--- config.mk ---
export PLATFORM = sky130hd
export DESIGN_NAME = swc_multiport_lost_pck_dealloc_rr
export DESIGN_NICKNAME = d
export VERILOG_FILES = /design/src/rtl/swc_multiport_lost_pck_dealloc_rr.sv
export SDC_FILE = /design/constraint.sdc
export NUM_CORES = 1
export LEC_CHECK = 0
export BUFFER_PORTS_ARGS = -buffer_cell sky130_fd_sc_hd__clkbuf_2
export CAP_MARGIN = 40
export CORE_ASPECT_RATIO = 0.8
export CORE_MARGIN = 2
export CORE_UTILIZATION = 50
export CTS_BUF_LIST = sky130_fd_sc_hd__clkbuf_8
export CTS_CLUSTER_SIZE = 16
export DETAILED_ROUTE_END_ITERATION = 8
export PLACE_DENSITY = 0.69
export SYNTH_ARGS = -nofsm -noshare
export SYNTH_HDL_FRONTEND = slang
export SYNTH_SLANG_ARGS = --single-unit
export TNS_END_PERCENT = 50
--- constraint.sdc ---
create_clock -name clk_i -period 6.88 [get_ports clk_i]
set_input_delay 1.032 -clock clk_i [delete_from_list [all_inputs] [get_ports clk_i]]
set_output_delay 1.032 -clock clk_i [all_outputs]
set_load 0.1 [all_outputs]
--- src/rtl/swc_multiport_lost_pck_dealloc_rr.sv ---
// Lost-packet page deallocator: latches forced page-free requests from all
// IB and OB ports, round-robins them and frees one page at a time in the MMU.
//
// Ports:
//   clk_i, rst_n_i          clock, async active-low reset
//   ib_force_free_i/_done_o per-IB request strobe / completion pulse
//   ib_pgaddr_free_i        per-IB page, port p at [p*PAGE_ADDR_BITS +: PAGE_ADDR_BITS]
//   ob_force_free_i/_done_o per-OB request strobe / completion pulse
//   ob_pgaddr_free_i        per-OB page, same packing
//   mmu_force_free_o        MMU request, held until mmu_force_free_done_i
//   mmu_force_free_addr_o   page to free, stable while the request is high
//   mmu_force_free_done_i   MMU acknowledge
//   freed_cnt_o             completed frees (SWC_LPD_STATS_EN only)
//   dropped_cnt_o           strobes ignored while pending (SWC_LPD_STATS_EN only)
//
// Macro SWC_LPD_STATS_EN adds the two saturating statistics counters.
module swc_multiport_lost_pck_dealloc_rr #(
  parameter int NUM_PORTS      = 11,
  parameter int PAGE_ADDR_BITS = 10,
  parameter int CNT_BITS       = 16
) (
  input  logic                                clk_i,
  input  logic                                rst_n_i,
  input  logic [NUM_PORTS-1:0]                ib_force_free_i,
  input  logic [NUM_PORTS*PAGE_ADDR_BITS-1:0] ib_pgaddr_free_i,
  output logic [NUM_PORTS-1:0]                ib_force_free_done_o,
  input  logic [NUM_PORTS-1:0]                ob_force_free_i,
  input  logic [NUM_PORTS*PAGE_ADDR_BITS-1:0] ob_pgaddr_free_i,
  output logic [NUM_PORTS-1:0]                ob_force_free_done_o,
  output logic                                mmu_force_free_o,
  output logic [PAGE_ADDR_BITS-1:0]           mmu_force_free_addr_o,
  input  logic                                mmu_force_free_done_i
`ifdef SWC_LPD_STATS_EN
  ,
  output logic [CNT_BITS-1:0]                 freed_cnt_o,
  output logic [CNT_BITS-1:0]                 dropped_cnt_o
`endif
);

  localparam int N  = 2 * NUM_PORTS;
  localparam int IW = (N > 1) ? $clog2(N) : 1;
  localparam int AW = PAGE_ADDR_BITS;

  typedef enum logic [1:0] {
    ST_IDLE = 2'd0,
    ST_REQ  = 2'd1,
    ST_DONE = 2'd2
  } state_t;

  state_t          state_q;
  logic [N-1:0]    pending_q;
  logic [AW-1:0]   addr_q [N];
  logic [AW-1:0]   addr_in [N];
  logic [N-1:0]    strobe;
  logic [N-1:0]    accept;
  logic [N-1:0]    clr_mask;
  logic [N-1:0]    grant_oh;
  logic [N-1:0]    done_q;
  logic [IW-1:0]   rr_ptr_q;
  logic [IW-1:0]   grant_q;
  logic [IW-1:0]   pick_idx;
  logic            pick_vld;
  logic            ack;

  // Requester r: IB port p is r = p, OB port p is r = NUM_PORTS + p.
  assign strobe = {ob_force_free_i, ib_force_free_i};

  for (genvar p = 0; p < NUM_PORTS; p++) begin : g_unpack
    assign addr_in[p] =
      ib_pgaddr_free_i[p*AW +: AW];
    assign addr_in[NUM_PORTS+p] =
      ob_pgaddr_free_i[p*AW +: AW];
  end

  function automatic logic [IW-1:0] wrap_add(
    input logic [IW-1:0] base,
    input int            ofs
  );
    int s;
    s = int'(base) + ofs;
    if (s >= N) s = s - N;
    return IW'(s);
  endfunction

  // First pending requester at or after rr_ptr, wrapping.
  always_comb begin
    pick_vld = 1'b0;
    pick_idx = '0;
    for (int i = 0; i < N; i++) begin
      if (!pick_vld &&
          pending_q[wrap_add(rr_ptr_q, i)]) begin
        pick_vld = 1'b1;
        pick_idx = wrap_add(rr_ptr_q, i);
      end
    end
  end

  assign ack      = (state_q == ST_REQ) &&
                    mmu_force_free_done_i;
  assign grant_oh = N'(1) << grant_q;
  assign clr_mask = ack ? grant_oh : '0;

  // A strobe while already pending is ignored, so a
  // capture can never collide with the grant's clear.
  assign accept = strobe & ~pending_q;

  always_ff @(posedge clk_i or negedge rst_n_i) begin
    if (!rst_n_i) begin
      pending_q <= '0;
      for (int r = 0; r < N; r++) addr_q[r] <= '0;
    end else begin
      pending_q <= (pending_q & ~clr_mask) | accept;
      for (int r = 0; r < N; r++) begin
        if (accept[r]) addr_q[r] <= addr_in[r];
      end
    end
  end

  always_ff @(posedge clk_i or negedge rst_n_i) begin
    if (!rst_n_i) begin
      state_q               <= ST_IDLE;
      rr_ptr_q              <= '0;
      grant_q               <= '0;
      done_q                <= '0;
      mmu_force_free_o      <= 1'b0;
      mmu_force_free_addr_o <= '0;
    end else begin
      done_q <= '0;
      unique case (state_q)
        ST_IDLE: begin
          if (pick_vld) begin
            grant_q               <= pick_idx;
            mmu_force_free_addr_o <= addr_q[pick_idx];
            mmu_force_free_o      <= 1'b1;
            state_q               <= ST_REQ;
          end
        end
        ST_REQ: begin
          if (mmu_force_free_done_i) begin
            mmu_force_free_o <= 1'b0;
            rr_ptr_q         <= wrap_add(grant_q, 1);
            done_q           <= grant_oh;
            state_q          <= ST_DONE;
          end
        end
        ST_DONE: state_q <= ST_IDLE;
        default: state_q <= ST_IDLE;
      endcase
    end
  end

  assign ib_force_free_done_o = done_q[NUM_PORTS-1:0];
  assign ob_force_free_done_o = done_q[N-1:NUM_PORTS];

`ifdef SWC_LPD_STATS_EN
  localparam int SW = CNT_BITS + IW + 1;

  logic [N-1:0] drop;
  logic [IW:0]  drop_n;
  logic [SW-1:0] drop_sum;

  assign drop = strobe & pending_q;

  always_comb begin
    drop_n = '0;
    for (int r = 0; r < N; r++) begin
      drop_n = drop_n + (IW+1)'(drop[r]);
    end
  end

  assign drop_sum = SW'(dropped_cnt_o) + SW'(drop_n);

  always_ff @(posedge clk_i or negedge rst_n_i) begin
    if (!rst_n_i) begin
      freed_cnt_o   <= '0;
      dropped_cnt_o <= '0;
    end else begin
      if (ack && (freed_cnt_o != '1))
        freed_cnt_o <= freed_cnt_o + 1'b1;
      if (|drop_sum[SW-1:CNT_BITS])
        dropped_cnt_o <= '1;
      else
        dropped_cnt_o <= drop_sum[CNT_BITS-1:0];
    end
  end
`endif

endmodule
* After elaboration in Yosys (flattened, before gate mapping)
Index checks and enable logic that the tools add are counted.
** Operators by class
- Add/sub/neg operators :: 45
- $lt $le $gt $ge :: 46
- Eq/ne operators :: 3
- Shift-type cells :: 1
- Muxes and demuxes :: 123
- Bitwise operators :: 6
- Reduce and logical (&&, ||, !) cells :: 49
** Operators by type and width (number)
- 2-to-1 mux 5 bit :: 45
- >= comparator 6 x 5 -> 1 bit, second input constant :: 22
- less-than comparator 5 x 6 -> 1 bit, second input constant :: 22
- subtractor 5 bit, second input constant :: 23
- binary-select mux 1 bit (select 5 bit) :: 22
- 2-to-1 mux 22 bit :: 3
- binary-select mux 10 bit (select 5 bit) :: 1
- adder 5 x 4 -> 6 bit, second input constant :: 8
- 2-to-1 mux 1 bit :: 46
- bitwise AND 22 bit :: 2
- inverter 22 bit :: 2
- adder 5 x 5 -> 6 bit, second input constant :: 6
- adder 5 x 3 -> 6 bit, second input constant :: 4
- logical AND 1 bit :: 22
- OR 22 bit :: 1
- << shifter 1 x 5 -> 22 bit, first input constant :: 1
- logical NOT 1 bit :: 21
- 2-to-1 mux 10 bit :: 2
- adder 5 x 1 -> 6 bit, second input constant :: 2
- adder 5 x 2 -> 6 bit, second input constant :: 2
- >= comparator 6 bit, second input constant :: 1
- inverter 5 -> 6 bit :: 1
- AND reduction 2 bit :: 3
- >= comparator 5 bit, second input constant :: 1
- 8 further kinds :: 10
** Word-level totals
- Register bits :: 287
- Input port bits :: 245
- Output and inout port bits :: 33
- Word-level logic and storage cells :: 302

* Longest topological paths before layout
- Depth in word-level cells :: 72
- Mapped depth :: 31
- Depth with buffers taken out :: 21

* Worst setup path after synthesis
OpenSTA, ideal clock, no wires.
- Path kind :: register -> register
- Start :: register rr_ptr_q[1]
- End :: register mmu_force_free_addr_o[7]
- Setup time :: 135 ps
- Data arrival time :: 6208 ps
- Required time :: 6745 ps
- Path slack :: 538 ps
- Stages on the path, launching flop included :: 28
- Path buffers :: 9
- Clock period less this slack :: 6342 ps
- Cells stage by stage :: dfrtp_1 -> buf_2 -> inv_1 -> clkbuf_1 -> buf_1 -> ha_1 -> clkinv_1 -> clkbuf_1 -> buf_1 -> ha_1 -> inv_1 -> mux4_2 -> nor2_1 -> a211oi_1 -> mux2_2 -> o32a_1 -> nand4_4 -> buf_6 -> nor2_1 -> a211o_1 -> nor4b_2 -> o2bb2ai_2 -> buf_6 -> buf_6 -> buf_6 -> mux2_1 -> a22oi_1 -> o211ai_1
** Between the ends
- Longest elaborated chain between the ends :: 72
- Elaborated cells on any way between the ends :: 222
- Classes of those cells :: add/sub: 43; order compare: 22; mux: 113; bitwise: 1; reduce/logical: 43
** RTL lines
- start, declared :: RTL line 59 : logic [IW-1:0] rr_ptr_q;
- start signal, assigned :: RTL line 141 : rr_ptr_q <= wrap_add(grant_q, 1);
- branches (longest 72 deep; another with adder 5 x 1 -> 6 bit)
- end signal, assigned :: RTL line 133 : mmu_force_free_addr_o <= addr_q[pick_idx];
- end, declared :: RTL line 31 : output logic [PAGE_ADDR_BITS-1:0] mmu_force_free_addr_o,
Parallel ways; which one is timed is not known. The select of a mux whose other input is x is not followed.
A chain may end at the register's enable or synchronous reset.

* Worst setup path in the final report
- Start :: register rr_ptr_q[3]
- End :: register mmu_force_free_addr_o[5]
The elaborated chain is that of the path after synthesis.

==> flow_metrics.env <==
export IMPL_status="completed"
export IMPL_n_antenna_cell=0
export IMPL_drt_total_wl_um=93300
export IMPL_grt_first_pass_wirelength_um=135000
export IMPL_dp_hpwl_um=72900
export IMPL_cts_setup_buffers=0
export IMPL_firstDrtPassIters=6
export IMPL_layout_drive_gt1_share=0.338
export IMPL_syn2layout_area_growth_pct=17.8
export IMPL_crit_path_max_fanout=42
export IMPL_via_count=22100
export IMPL_drt_iter0_markers=2649
export IMPL_grt_max_degree=118
export IMPL_gr_total_overflow=0
export IMPL_die_h_um=193
export IMPL_fin_nets=2988
export IMPL_ys_types=123
export IMPL_port_buffer_count=277
export IMPL_hold_path_class="in -> async"
export IMPL_startpoint_type="register"
export IMPL_routabilityCongestion=1.10
export IMPL_final_hold_viol_count=0
export IMPL_ios=278
export IMPL_synth_seq_cells=287
export IMPL_fp_coreArea_sq_um=44300
export IMPL_rows=69
export IMPL_grt_pass1_vias=20700
export IMPL_syn_nets=2615
export IMPL_synth_edf_count=0
export IMPL_antenna_found_initial=4
export IMPL_grt_usage=0.393
export IMPL_ant_nets=0
export IMPL_cts_buffer_depth=3
export IMPL_arrival_ps=7190
export IMPL_clock_latency_ps=620
export IMPL_ys_seq_area_frac=0.321
export IMPL_h_tree_depth=2
export IMPL_reg2reg_slack_ps=170
export IMPL_r2r_start="rr_ptr_q[3]"
export IMPL_r2r_end="mmu_force_free_addr_o[5]"
export IMPL_path_clk_slew_ps=80
export IMPL_cts_tree="yes"
export IMPL_die_area_sq_um=46400
export IMPL_slew_viol_final=0
export IMPL_tightest_slew_ps=920
export IMPL_vias_per_cell=6.61
export IMPL_setup_violations=0
export IMPL_start_util=0.505
export IMPL_clock_fmax_mhz=149
export IMPL_avgSynthCellArea_sq_um=9.57
export IMPL_syn_inst=2335
export IMPL_cp_endpoint="mmu_force_free_addr_o[5]"
export IMPL_layout_min_cycle_time_ps=6710
export IMPL_synth_area_sq_um=22400
export IMPL_cts_buffers=45
export IMPL_root_buffer="clkbuf_8"
export IMPL_die_x_um=240
export IMPL_crit_path_start="rr_ptr_q[3]"
export IMPL_fin_crit_sh=0.976
export IMPL_drc=0
export IMPL_synth_ff_type="dfrtp_1"
export IMPL_wire_per_inst_um=27.9
export IMPL_setup_worst_path_end_class="register"
export IMPL_path_class="reg -> reg"
export IMPL_cp_required_ps=7350
export IMPL_r2r_cells=23
export IMPL_cts_sinks=287
export IMPL_fillers=3816
export IMPL_async_flop_share=1.00
export IMPL_clock_skew_ps=46.6
export IMPL_finalSetupTns_ps=0
export IMPL_rsz0062_at_grt="false"
export IMPL_maxCapViolations=0
export IMPL_relSlewSlack=0.387
export IMPL_yosys_warnings=0
cells by family after synthesis:
logic type | synth area share
AND/OR/NAND/NOR | 0.146
AO/OA/AOI/OAI | 0.203
buffers and inverters | 0.0432
adder cells (fa/ha/maj) | 0.0200
flip-flops | 0.321
XOR/XNOR | 0.0243
multiplexers | 0.242
registers in the layout, summed over array words and instances, names as in the netlist:
| register | cells |
|---|---|
| addr_q | 220 |
| done_q | 22 |
| grant_q | 5 |
| mmu_force_free_addr_o | 10 |
| mmu_force_free_o | 1 |
| pending_q | 22 |
| rr_ptr_q | 5 |
| state_q | 2 |
worst min path at each step:
stage	cells after the start	end	startpoint	slack (ps)
after global routing	1	addr_q[111]	addr_q[111]	520
after floorplan	1	addr_q[148]	addr_q[148]	470
after detailed placement	2	mmu_force_free_o	mmu_force_free_o	480
final	1	addr_q[171]	rst_n_i	490
after CTS	1	addr_q[75]	addr_q[75]	510
after global placement	2	mmu_force_free_o	mmu_force_free_o	460
layout make-up:
type | count | area, sq um | share of cell area
inverter | 37 | 146 | 0.00556
clock buffer | 54 | 743 | 0.0282
multi-input combinational | 1858 | 14300 | 0.542
clock inverter | 25 | 205 | 0.00780
sequential | 287 | 7190 | 0.273
tap | 603 | 754 | 0.0287
timing repair buffer | 479 | 3030 | 0.115
through the flow:
stage,hold slack [ps],cell area [sq um],util,worst slack (ps),cells
2_1_floorplan,473,22400,-,538,2335
3_3_place_gp,465,25200,0.569,380,3247
3_5_place_dp,485,25300,0.572,270,3264
4_1_cts,507,26300,0.593,197,3343
5_1_grt,518,26300,0.594,19.3,3343
6_report,493,26300,0.594,166,3343
cell usage after synthesis (all sizes together) (36+ instances only):
master | n | area, sq um
a211oi | 48 | 388
a21oi | 137 | 719
buf | 107 | 652
clkbuf | 46 | 174
dfrtp | 287 | 7180
inv | 36 | 135
mux2 | 282 | 3180
mux2i | 185 | 1870
nand2 | 156 | 586
nand3 | 39 | 200
nor2 | 175 | 669
nor2b | 40 | 250
nor3 | 56 | 297
o21ai | 123 | 623
xnor2 | 49 | 482
routing by layer:
metal	global-route usage	vias up	part of all wire
li1	-	9582	-
met1	0.580	10900	0.44
met2	0.562	1359	0.42
met3	0.0999	220	0.11
met4	0.115	4	0.032
met5	0.0136	-	0.0011
critical path: stages, from the launching register on:
cell	delay [ps]
dfrtp_2	510
buf_4	240
ha_1	250
buf_12	170
inv_1	500
buf_4	270
nor2_1	80
a211oi_4	390
or4b_1	490
o211a_1	150
o32ai_2	450
inv_1	200
o2111ai_1	210
nand3_1	160
a211o_1	330
nor4b_2	430
o2bb2ai_4	270
buf_12	330
mux2i_1	260
mux2i_1	170
mux2i_1	190
buf_4	160
a2bb2oi_1	180
o211ai_1	100
layout by cell type (no fill, tap or decap), types with 13 or more instances in the layout:
cell,count
a211o_1,16
a211oi_1,44
a21o_1,26
a21oi_1,130
a22oi_1,19
a31oi_1,31
and2_1,13
and3_1,19
buf_4,191
clkbuf_2,276
clkbuf_8,54
dfrtp_1,283
ha_1,31
inv_1,44
mux2_2,277
mux2i_1,182
mux4_2,16
nand2_1,156
nand2b_1,31
nand3_1,38
nand3b_1,15
nand4_1,17
nor2_1,170
nor2b_1,40
nor3_1,54
nor4_1,22
o2111ai_1,16
o211ai_1,31
o21ai_0,108
o21ai_1,13
o22ai_1,21
xnor2_1,41
what timing repair did:
action / in CTS / in global routing
endpoints found under the setup margin: 0 / 10
gates resized for setup: 0 / 8
hold buffers: 0 / 0
Power is left out: the tool's default activity adds up to more than one toggle a clock period on the data nets, which glitch-free logic cannot reach.
